===== config.mk =====
export PLATFORM = sky130hd
export DESIGN_NAME = spi_flash_emu
export DESIGN_NICKNAME = d
export VERILOG_FILES = /design/src/rtl/spi_flash_emu.sv
export SDC_FILE = /design/constraint.sdc
export NUM_CORES = 1
export LEC_CHECK = 0
export ABC_CLOCK_PERIOD_IN_PS = 2900
export CAP_MARGIN = 10
export CORE_ASPECT_RATIO = 0.5
export CORE_MARGIN = 8
export CORE_UTILIZATION = 55
export CTS_BUF_LIST = sky130_fd_sc_hd__clkbuf_4 sky130_fd_sc_hd__clkbuf_8
export DETAILED_ROUTE_END_ITERATION = 12
export PLACE_DENSITY = 0.82
export SLEW_MARGIN = 20
export SYNTH_ARGS = -nofsm -noshare
export SYNTH_HDL_FRONTEND = slang
export SYNTH_SLANG_ARGS = --single-unit

===== constraint.sdc =====
create_clock -name i_clk -period 2.9 [get_ports i_clk]
set_clock_uncertainty 0.15 [all_clocks]
set_input_delay 0.58 -clock i_clk [delete_from_list [all_inputs] [get_ports i_clk]]
set_output_delay 0.58 -clock i_clk [all_outputs]
set_load 0.005 [all_outputs]

===== src/rtl/spi_flash_emu.sv =====
// ============================================================================
//  Module      : spi_flash_emu
//  Description : SPI-mode-3 serial NOR flash responder. Serves the READ (0x03)
//                command from a BRAM read port. All SPI inputs are oversampled
//                in the i_clk domain; there is no SPI-clocked logic.
//  Revision    : 1.0  initial release
// ============================================================================
`default_nettype none

module spi_flash_emu #(
    parameter int ADDR_W   = 10,
    parameter int SYNC_STG = 2
) (
    input  logic              i_clk,
    input  logic              i_rst,
    input  logic              i_spi_cs_n,
    input  logic              i_spi_clk,
    input  logic              i_spi_mosi,
    output logic              o_spi_miso,
    output logic              o_read_bram_stb,
    output logic [ADDR_W-1:0] o_read_bram_addr,
    input  logic [7:0]        i_read_bram_data,
    output logic              o_cmd_stb,
    output logic [7:0]        o_cmd,
    output logic              o_addr_stb,
    output logic [23:0]       o_addr,
    output logic              o_busy
);

    localparam logic [2:0] ST_IDLE   = 3'd0;
    localparam logic [2:0] ST_CMD    = 3'd1;
    localparam logic [2:0] ST_ADDR   = 3'd2;
    localparam logic [2:0] ST_DATA   = 3'd3;
    localparam logic [2:0] ST_IGNORE = 3'd4;

    localparam logic [7:0]        CMD_READ = 8'h03;
    localparam logic [ADDR_W-1:0] ADDR_ONE = {{(ADDR_W-1){1'b0}}, 1'b1};

    // ------------------------------------------------------------------
    // Synchronizers and edge detection
    // ------------------------------------------------------------------
    logic [SYNC_STG-1:0] cs_sync_q;
    logic [SYNC_STG-1:0] sck_sync_q;
    logic [SYNC_STG-1:0] mosi_sync_q;
    logic                cs_prev_q;
    logic                sck_prev_q;

    // CS chain resets to "asserted" so a transaction already running when
    // reset releases never shows a falling edge and is ignored until CS high.
    always_ff @(posedge i_clk) begin
        if (i_rst) begin
            cs_sync_q   <= '0;
            sck_sync_q  <= '1;
            mosi_sync_q <= '0;
            cs_prev_q   <= 1'b0;
            sck_prev_q  <= 1'b1;
        end else begin
            cs_sync_q   <= {cs_sync_q[SYNC_STG-2:0],   i_spi_cs_n};
            sck_sync_q  <= {sck_sync_q[SYNC_STG-2:0],  i_spi_clk};
            mosi_sync_q <= {mosi_sync_q[SYNC_STG-2:0], i_spi_mosi};
            cs_prev_q   <= cs_sync_q[SYNC_STG-1];
            sck_prev_q  <= sck_sync_q[SYNC_STG-1];
        end
    end

    logic w_cs;
    logic w_cs_fall;
    logic w_cs_rise;
    logic w_sck;
    logic w_sck_rise;
    logic w_sck_fall;
    logic w_mosi;

    assign w_cs       = cs_sync_q[SYNC_STG-1];
    assign w_cs_fall  = cs_prev_q & ~w_cs;
    assign w_cs_rise  = ~cs_prev_q & w_cs;
    assign w_sck      = sck_sync_q[SYNC_STG-1];
    // SCK edges only count while CS is (synchronously) asserted
    assign w_sck_rise = ~sck_prev_q & w_sck & ~w_cs;
    assign w_sck_fall = sck_prev_q & ~w_sck & ~w_cs;
    assign w_mosi     = mosi_sync_q[SYNC_STG-1];

    // ------------------------------------------------------------------
    // State machine and datapath registers
    // ------------------------------------------------------------------
    logic [2:0]        state_q,     state_d;
    logic [4:0]        bit_cnt_q,   bit_cnt_d;
    logic [22:0]       rx_q,        rx_d;
    logic [7:0]        tx_q,        tx_d;
    logic              miso_q,      miso_d;
    logic [7:0]        cmd_q,       cmd_d;
    logic [23:0]       addr_q,      addr_d;
    logic              cmd_stb_q,   cmd_stb_d;
    logic              addr_stb_q,  addr_stb_d;
    logic              bram_stb_q,  bram_stb_d;
    logic [ADDR_W-1:0] bram_addr_q, bram_addr_d;
    logic              pend_q,      pend_d;

    // Received byte / address including the bit arriving this cycle
    logic [7:0]  w_rx_byte;
    logic [23:0] w_rx_addr;

    assign w_rx_byte = {rx_q[6:0], w_mosi};
    assign w_rx_addr = {rx_q, w_mosi};

    // State register
    always_ff @(posedge i_clk) begin
        if (i_rst) begin
            state_q <= ST_IDLE;
        end else begin
            state_q <= state_d;
        end
    end

    // Next-state logic; CS deassert returns to IDLE from any state
    always_comb begin
        state_d = state_q;
        if (w_cs_rise) begin
            state_d = ST_IDLE;
        end else begin
            case (state_q)
                ST_IDLE: begin
                    if (w_cs_fall) state_d = ST_CMD;
                end
                ST_CMD: begin
                    if (w_sck_rise && bit_cnt_q == 5'd7)
                        state_d = (w_rx_byte == CMD_READ) ? ST_ADDR : ST_IGNORE;
                end
                ST_ADDR: begin
                    if (w_sck_rise && bit_cnt_q == 5'd23) state_d = ST_DATA;
                end
                ST_DATA:   state_d = ST_DATA;
                ST_IGNORE: state_d = ST_IGNORE;
                default:   state_d = ST_IDLE;
            endcase
        end
    end

    // Output / datapath next values: shifting, strobes, BRAM prefetch
    always_comb begin
        bit_cnt_d   = bit_cnt_q;
        rx_d        = rx_q;
        tx_d        = tx_q;
        miso_d      = miso_q;
        cmd_d       = cmd_q;
        addr_d      = addr_q;
        cmd_stb_d   = 1'b0;
        addr_stb_d  = 1'b0;
        bram_stb_d  = 1'b0;
        bram_addr_d = bram_addr_q;
        pend_d      = 1'b0;
        if (w_cs_rise || state_q == ST_IDLE) begin
            // Partial bytes and in-flight BRAM data are discarded here
            bit_cnt_d = 5'd0;
            rx_d      = '0;
            tx_d      = 8'hFF;
            miso_d    = 1'b1;
        end else begin
            case (state_q)
                ST_CMD: begin
                    miso_d = 1'b1;
                    if (w_sck_rise) begin
                        rx_d = w_rx_addr[22:0];
                        if (bit_cnt_q == 5'd7) begin
                            cmd_d     = w_rx_byte;
                            cmd_stb_d = 1'b1;
                            bit_cnt_d = 5'd0;
                            rx_d      = '0;
                        end else begin
                            bit_cnt_d = bit_cnt_q + 5'd1;
                        end
                    end
                end
                ST_ADDR: begin
                    miso_d = 1'b1;
                    if (w_sck_rise) begin
                        rx_d = w_rx_addr[22:0];
                        if (bit_cnt_q == 5'd23) begin
                            addr_d      = w_rx_addr;
                            addr_stb_d  = 1'b1;
                            bram_stb_d  = 1'b1;
                            bram_addr_d = w_rx_addr[ADDR_W-1:0];
                            bit_cnt_d   = 5'd0;
                        end else begin
                            bit_cnt_d = bit_cnt_q + 5'd1;
                        end
                    end
                end
                ST_DATA: begin
                    // BRAM data is valid the cycle after the strobe is seen
                    pend_d = bram_stb_q;
                    if (pend_q) begin
                        tx_d = i_read_bram_data;
                    end
                    if (w_sck_fall) begin
                        miso_d = tx_q[7];
                        tx_d   = {tx_q[6:0], 1'b1};
                    end
                    if (w_sck_rise) begin
                        if (bit_cnt_q == 5'd7) begin
                            bit_cnt_d   = 5'd0;
                            bram_addr_d = bram_addr_q + ADDR_ONE;
                            bram_stb_d  = 1'b1;
                        end else begin
                            bit_cnt_d = bit_cnt_q + 5'd1;
                        end
                    end
                end
                default: begin
                    miso_d = 1'b1;
                end
            endcase
        end
    end

    // Datapath registers
    always_ff @(posedge i_clk) begin
        if (i_rst) begin
            bit_cnt_q   <= 5'd0;
            rx_q        <= '0;
            tx_q        <= 8'hFF;
            miso_q      <= 1'b1;
            cmd_q       <= 8'h00;
            addr_q      <= 24'h000000;
            cmd_stb_q   <= 1'b0;
            addr_stb_q  <= 1'b0;
            bram_stb_q  <= 1'b0;
            bram_addr_q <= '0;
            pend_q      <= 1'b0;
        end else begin
            bit_cnt_q   <= bit_cnt_d;
            rx_q        <= rx_d;
            tx_q        <= tx_d;
            miso_q      <= miso_d;
            cmd_q       <= cmd_d;
            addr_q      <= addr_d;
            cmd_stb_q   <= cmd_stb_d;
            addr_stb_q  <= addr_stb_d;
            bram_stb_q  <= bram_stb_d;
            bram_addr_q <= bram_addr_d;
            pend_q      <= pend_d;
        end
    end

    assign o_spi_miso       = miso_q;
    assign o_read_bram_stb  = bram_stb_q;
    assign o_read_bram_addr = bram_addr_q;
    assign o_cmd_stb        = cmd_stb_q;
    assign o_cmd            = cmd_q;
    assign o_addr_stb       = addr_stb_q;
    assign o_addr           = addr_q;
    assign o_busy           = (state_q != ST_IDLE);

endmodule

`default_nettype wire


---- Word-level counts from Yosys, hierarchy flattened ----
Index checks and enable logic that the tools add are counted.
operators by class
  eq/ne operators ......................... 16
  multiplexer cells ....................... 26
  reductions and logical operators ........ 22
  add/sub/neg operators ................... 2
  bitwise operators ....................... 14
operators by type and width
  operator                                              count
  two-way mux 23 bit                                    3
  case mux 23 bit (2 select lines)                      1
  two-way mux 10 bit                                    4
  two-way mux 5 bit                                     4
  case mux 10 bit (2 select lines)                      1
  two-way mux 8 bit                                     2
  != test 2 bit (second input constant)                 8
  case mux 3 bit (5 select lines)                       1
  two-way mux 3 bit                                     4
  adder 10 x 1 -> 10 bit (second input constant)        1
  case mux 5 bit (2 select lines)                       1
  AND reduction 3 bit                                   3
  OR reduction 3 bit                                    3
  equality test 8 x 2 -> 1 bit (second input constant)  1
  NOT 1 bit                                             8
  AND reduction 4 bit                                   2
  nonzero test 2 bit                                    4
  AND 1 bit                                             6
  equality test 3 x 2 -> 1 bit (second input constant)  2
  AND reduction 6 bit                                   1
  OR reduction 2 bit                                    3
  adder 5 x 1 -> 5 bit (second input constant)          1
  equality test 5 x 3 -> 1 bit (second input constant)  1
  equality test 5 bit (second input constant)           1
  other kinds (10)                                      14
word-level totals
  output and inout port bits .............. 47
  register bits after elaboration ......... 94
  word-level logic and storage cells ...... 97

---- Depth between registers and ports, before layout ----
  word-level depth ........................ 6
  gate-level depth with buffers ........... 7

---- Least setup slack after synthesis ----
OpenSTA, ideal clock, no wires.
  path type ............................... reg2reg
  from .................................... register state_q[2]
  to ...................................... register addr_q[10] (netlist: o_addr[10])
  arrival time ............................ 2.044 ns
  stages on the path, launching flop included .. 8
  slack ................................... 0.578 ns
  setup time .............................. 0.128 ns
  cells stage by stage .................... dfxtp_1 buf_6 or4b_4 buf_6 nor4_4 buf_6 mux2i_1 nor2_1
between the ends
  word-level cells in the longest chain between the ends .. 4
  elaborated cells between the ends (all ways) .. 5
  those cells by class .................... eq/ne (1); bitwise (1); reduce/logical (3)
ends and longest elaborated chain
  item                               RTL line  text
  start: declaration                 86        logic [2:0] state_q, state_d;
  start signal: assignment           111       state_q <= state_d;
  zero test 3 bit                    152       if (w_cs_rise || state_q == ST_IDLE) begin
  logical OR 1 bit                   152
  NOT 1 bit (no line)                -
  AND reduction 4 bit (no line) (*)  -
  end signal: assignment             236       addr_q <= addr_d;
  end: declaration                   92        logic [23:0] addr_q, addr_d;
Every way passes the cells marked *; elsewhere a longest branch is shown, timed or not.
A chain may end at the register's enable or synchronous reset.

---- Worst setup path in the final report ----
  from .................................... register state_q[0]
  to ...................................... output port o_busy
between the ends
  word-level cells in the longest chain between the ends .. 1
ends and longest elaborated chain
  item                RTL line  text
  nonzero test 3 bit  252       assign o_busy = (state_q != ST_IDLE);
  end: declaration    27        output logic o_busy
Every way passes these cells.

==> results.json <==
{
  "status": "complete, no violations",
  "muxShareOfSynthArea_pct": 10.5,
  "synth_cell_type_count": 48,
  "nFillCells": 530,
  "synth_warnings": 0,
  "htree_levels": 3,
  "regToRegStartpoint": "state_q[2]",
  "antenna_found_initial": 0,
  "synthXorXnorAreaFrac_pct": 1.38,
  "cts_buffer_depth": 2,
  "rsz0062_at_grt": "false",
  "rr_endpoint": "o_addr[23]",
  "r2r_cells": 5,
  "routedWlPerCell_um": 16.6,
  "vdd_drop_max_uv": 367,
  "clock_latency_ns": 0.37,
  "via_per_inst": 5.75,
  "cts_sinks": 94,
  "synthFlopType": "dfxtp_1",
  "drtAntennaViolNets": 0,
  "grt_pass1_wl_um": 14900,
  "finalHoldViolCount": 0,
  "cts_setup_buffers": 0,
  "num_antenna_cells": 0,
  "dpl_worst_slack_ns": 0.569,
  "power.total_uw": 2130,
  "period_minus_slack_ns": 2.51,
  "root_buffer": "clkbuf_8",
  "grt_usage_pct": 18.7,
  "critPathLaunch": "state_q[0]",
  "grt_pass1_vias": 3007,
  "setup_tns_ns": 0,
  "clkTransAtPathRegs_ns": 0.09,
  "whs_ns": 0.281,
  "arrival_ns": 1.78,
  "syn_avg_cell_area_um2": 9.43,
  "post_cts_resized": 0,
  "required_ns": 2.17,
  "ys_seq_area_share_pct": 49.5,
  "netlist_area_um2": 3800,
  "setup_ws_ns": 0.395,
  "grt_overflow": 0,
  "postCtsHoldBufs": 0,
  "drv_slew": 0,
  "fin_crit_sh_pct": 86.4,
  "synth_cells": 403,
  "fmax_ghz": 0.399,
  "num_rows": 21,
  "worst_slew_pin_slew_ns": 0.926,
  "numCtsBuffers": 9,
  "place.gp.congestion": 0.860,
  "nNetsFinal": 469,
  "slew_headroom_pct": 37.9,
  "port_buffers": 59,
  "max-cap-violations": 0,
  "rrSetupSlack_ns": 0.55,
  "cp_cell_sequence": "or3_1 -> clkdlybuf4s50_1",
  "async_reset_ff_share_pct": 0,
  "synth-simple-area-share_pct": 20.7,
  "synth_nets": 418,
  "grt_max_degree": 49,
  "synth_edf_count": 0,
  "hpwl_um": 6370,
  "drt_iter0_drc": 253,
  "hold_class": "reg -> reg",
  "ios": 60,
  "tritoncts": "yes",
  "yosys_register_bits": 94,
  "syn2layout_area_growth_pct": 21.1,
  "drive_above_1_share_pct": 6.77,
  "setup_viol": 0,
  "crit_path_end_kind": "primary output",
  "initial_utilization_pct": 56.9,
  "p_per_area_nw_per_um2": 463,
  "synth_compound_area_share_pct": 13.1,
  "fp.dieH_um": 74.8,
  "drc": 0,
  "core_area_um2": 6670,
  "endpoint": "o_busy",
  "crit_fanout": 12,
  "cp_slowest_cell": "clkdlybuf4s50_1",
  "firstDrtPassIters": 5,
  "p_leak_uw": 0.00162,
  "vias": 3164,
  "die_area_um2": 9980,
  "cpPeakStageDelay_ns": 0.49,
  "worstSetupPathType": "reg -> out",
  "fp.dieW_um": 134,
  "wl_um": 9130,
  "synth_top_family_by_area": "simple AND/OR/NAND/NOR gates",
  "synth_adder_area_share_pct": 0.659,
  "start_kind": "flop"
}
through the flow:
step                std cells  util (%)  cell area [um^2]
global placement          535      66.4              4430
finish                    550      68.9              4600
CTS                       550      68.9              4600
floorplan                 403         -              3800
global route              550      68.9              4600
detailed placement        535      66.4              4430
synthesized netlist by cell type (all sizes together) (2+ instances only):
cell type / n / area (um^2)
a21oi: 12 / 60.1
a22oi: 23 / 173
a311oi: 2 / 17.5
a31oi: 4 / 25.0
and2: 4 / 25.0
and3: 4 / 25.0
and3b: 2 / 17.5
buf: 7 / 56.3
clkbuf: 20 / 75.1
dfxtp: 94 / 1880
ha: 2 / 25.0
inv: 6 / 22.5
mux2i: 40 / 400
nand2: 22 / 82.6
nand3: 10 / 50.1
nand3b: 3 / 22.5
nand4: 3 / 18.8
nor2: 67 / 251
nor2b: 10 / 62.6
nor3: 4 / 20.0
nor3b: 6 / 45.0
nor4: 6 / 52.6
nor4b: 2 / 23.8
o211ai: 8 / 60.1
o21ai: 13 / 65.1
o21bai: 2 / 15.0
o311a: 2 / 20.0
or2: 4 / 25.0
or3: 3 / 18.8
xnor2: 4 / 35.0
xor2: 2 / 17.5
worst min-delay path by stage:
stage                        startpoint       endpoint  slack [ns]  cells past startpoint
after floorplan           sck_sync_q[0]  sck_sync_q[1]        0.24                      1
after global placement    sck_sync_q[0]  sck_sync_q[1]        0.25                      1
after detailed placement  sck_sync_q[0]  sck_sync_q[1]        0.25                      1
after CTS                 sck_sync_q[0]  sck_sync_q[1]        0.28                      1
after global routing      sck_sync_q[0]  sck_sync_q[1]        0.30                      1
final                     sck_sync_q[0]  sck_sync_q[1]        0.28                      1
power by group:
group | total [uW] | leakage (uW) | switching, uW | internal, uW
Combinational | 58.7 | 0.000771 | 31.1 | 27.6
Clock | 770 | 0.0000899 | 451 | 319
Sequential | 1300 | 0.000759 | 5.35 | 1290
placed cells by master (no fill, tap or decap), types with 4 or more instances in the layout:
| cell type | n |
|---|---|
| clkdlybuf4s50_1 | 58 |
| nand3_1 | 10 |
| a21oi_1 | 12 |
| a31oi_1 | 4 |
| o21ai_1 | 6 |
| and3_1 | 4 |
| nand2_1 | 22 |
| nor2_1 | 67 |
| nor3b_1 | 5 |
| nor3_1 | 4 |
| o21ai_0 | 7 |
| and2_1 | 4 |
| o211ai_1 | 8 |
| dfxtp_1 | 94 |
| nor2b_1 | 10 |
| nor4_1 | 5 |
| mux2i_1 | 40 |
| inv_1 | 6 |
| buf_4 | 8 |
| clkbuf_8 | 9 |
| a22oi_1 | 23 |
| xnor2_1 | 4 |
final cells by class:
cell class	instances	area, um^2	area share [%]
multi-input combinational	276	1770	38.4
clock buffer	10	131	2.86
sequential	94	1880	40.9
inverter	6	22.5	0.490
tap	92	115	2.50
clock inverter	5	36.3	0.789
timing repair buffer	67	646	14.0
cells by family (layout without fill, tap and decap cells):
group	after synthesis	in the layout
compound gates	73	73
simple gates	155	155
flops	94	94
xor+xnor	6	6
buf+inv	33	88
fa+ha+maj	2	2
mux	40	40
metal layers:
layer	up-vias	GRT usage (%)	wire length, um
met3	13	6.52	693
met2	98	29.6	4030
met1	1528	22.9	4260
li1	1525	-	-
met5	-	0	0
met4	0	8.75	148
critical path, delay by kind of cell (launching register included):
family                 cells  cell delay [ns]
AND/OR/NAND/NOR            1             0.48
buffers and inverters      1             0.49
flip-flops                 1             0.43
state kept, by name, summed over array words and instances (netlist names):
signal            flops
o_cmd                 8
pend_q                1
o_spi_miso            1
o_addr_stb            1
sck_prev_q            1
bit_cnt_q             5
o_read_bram_addr     10
rx_q                 23
o_cmd_stb             1
mosi_sync_q           2
o_read_bram_stb       1
cs_sync_q             2
cs_prev_q             1
sck_sync_q            2
o_addr               24
state_q               3
tx_q                  8
(Power assumes the default switching activity.)
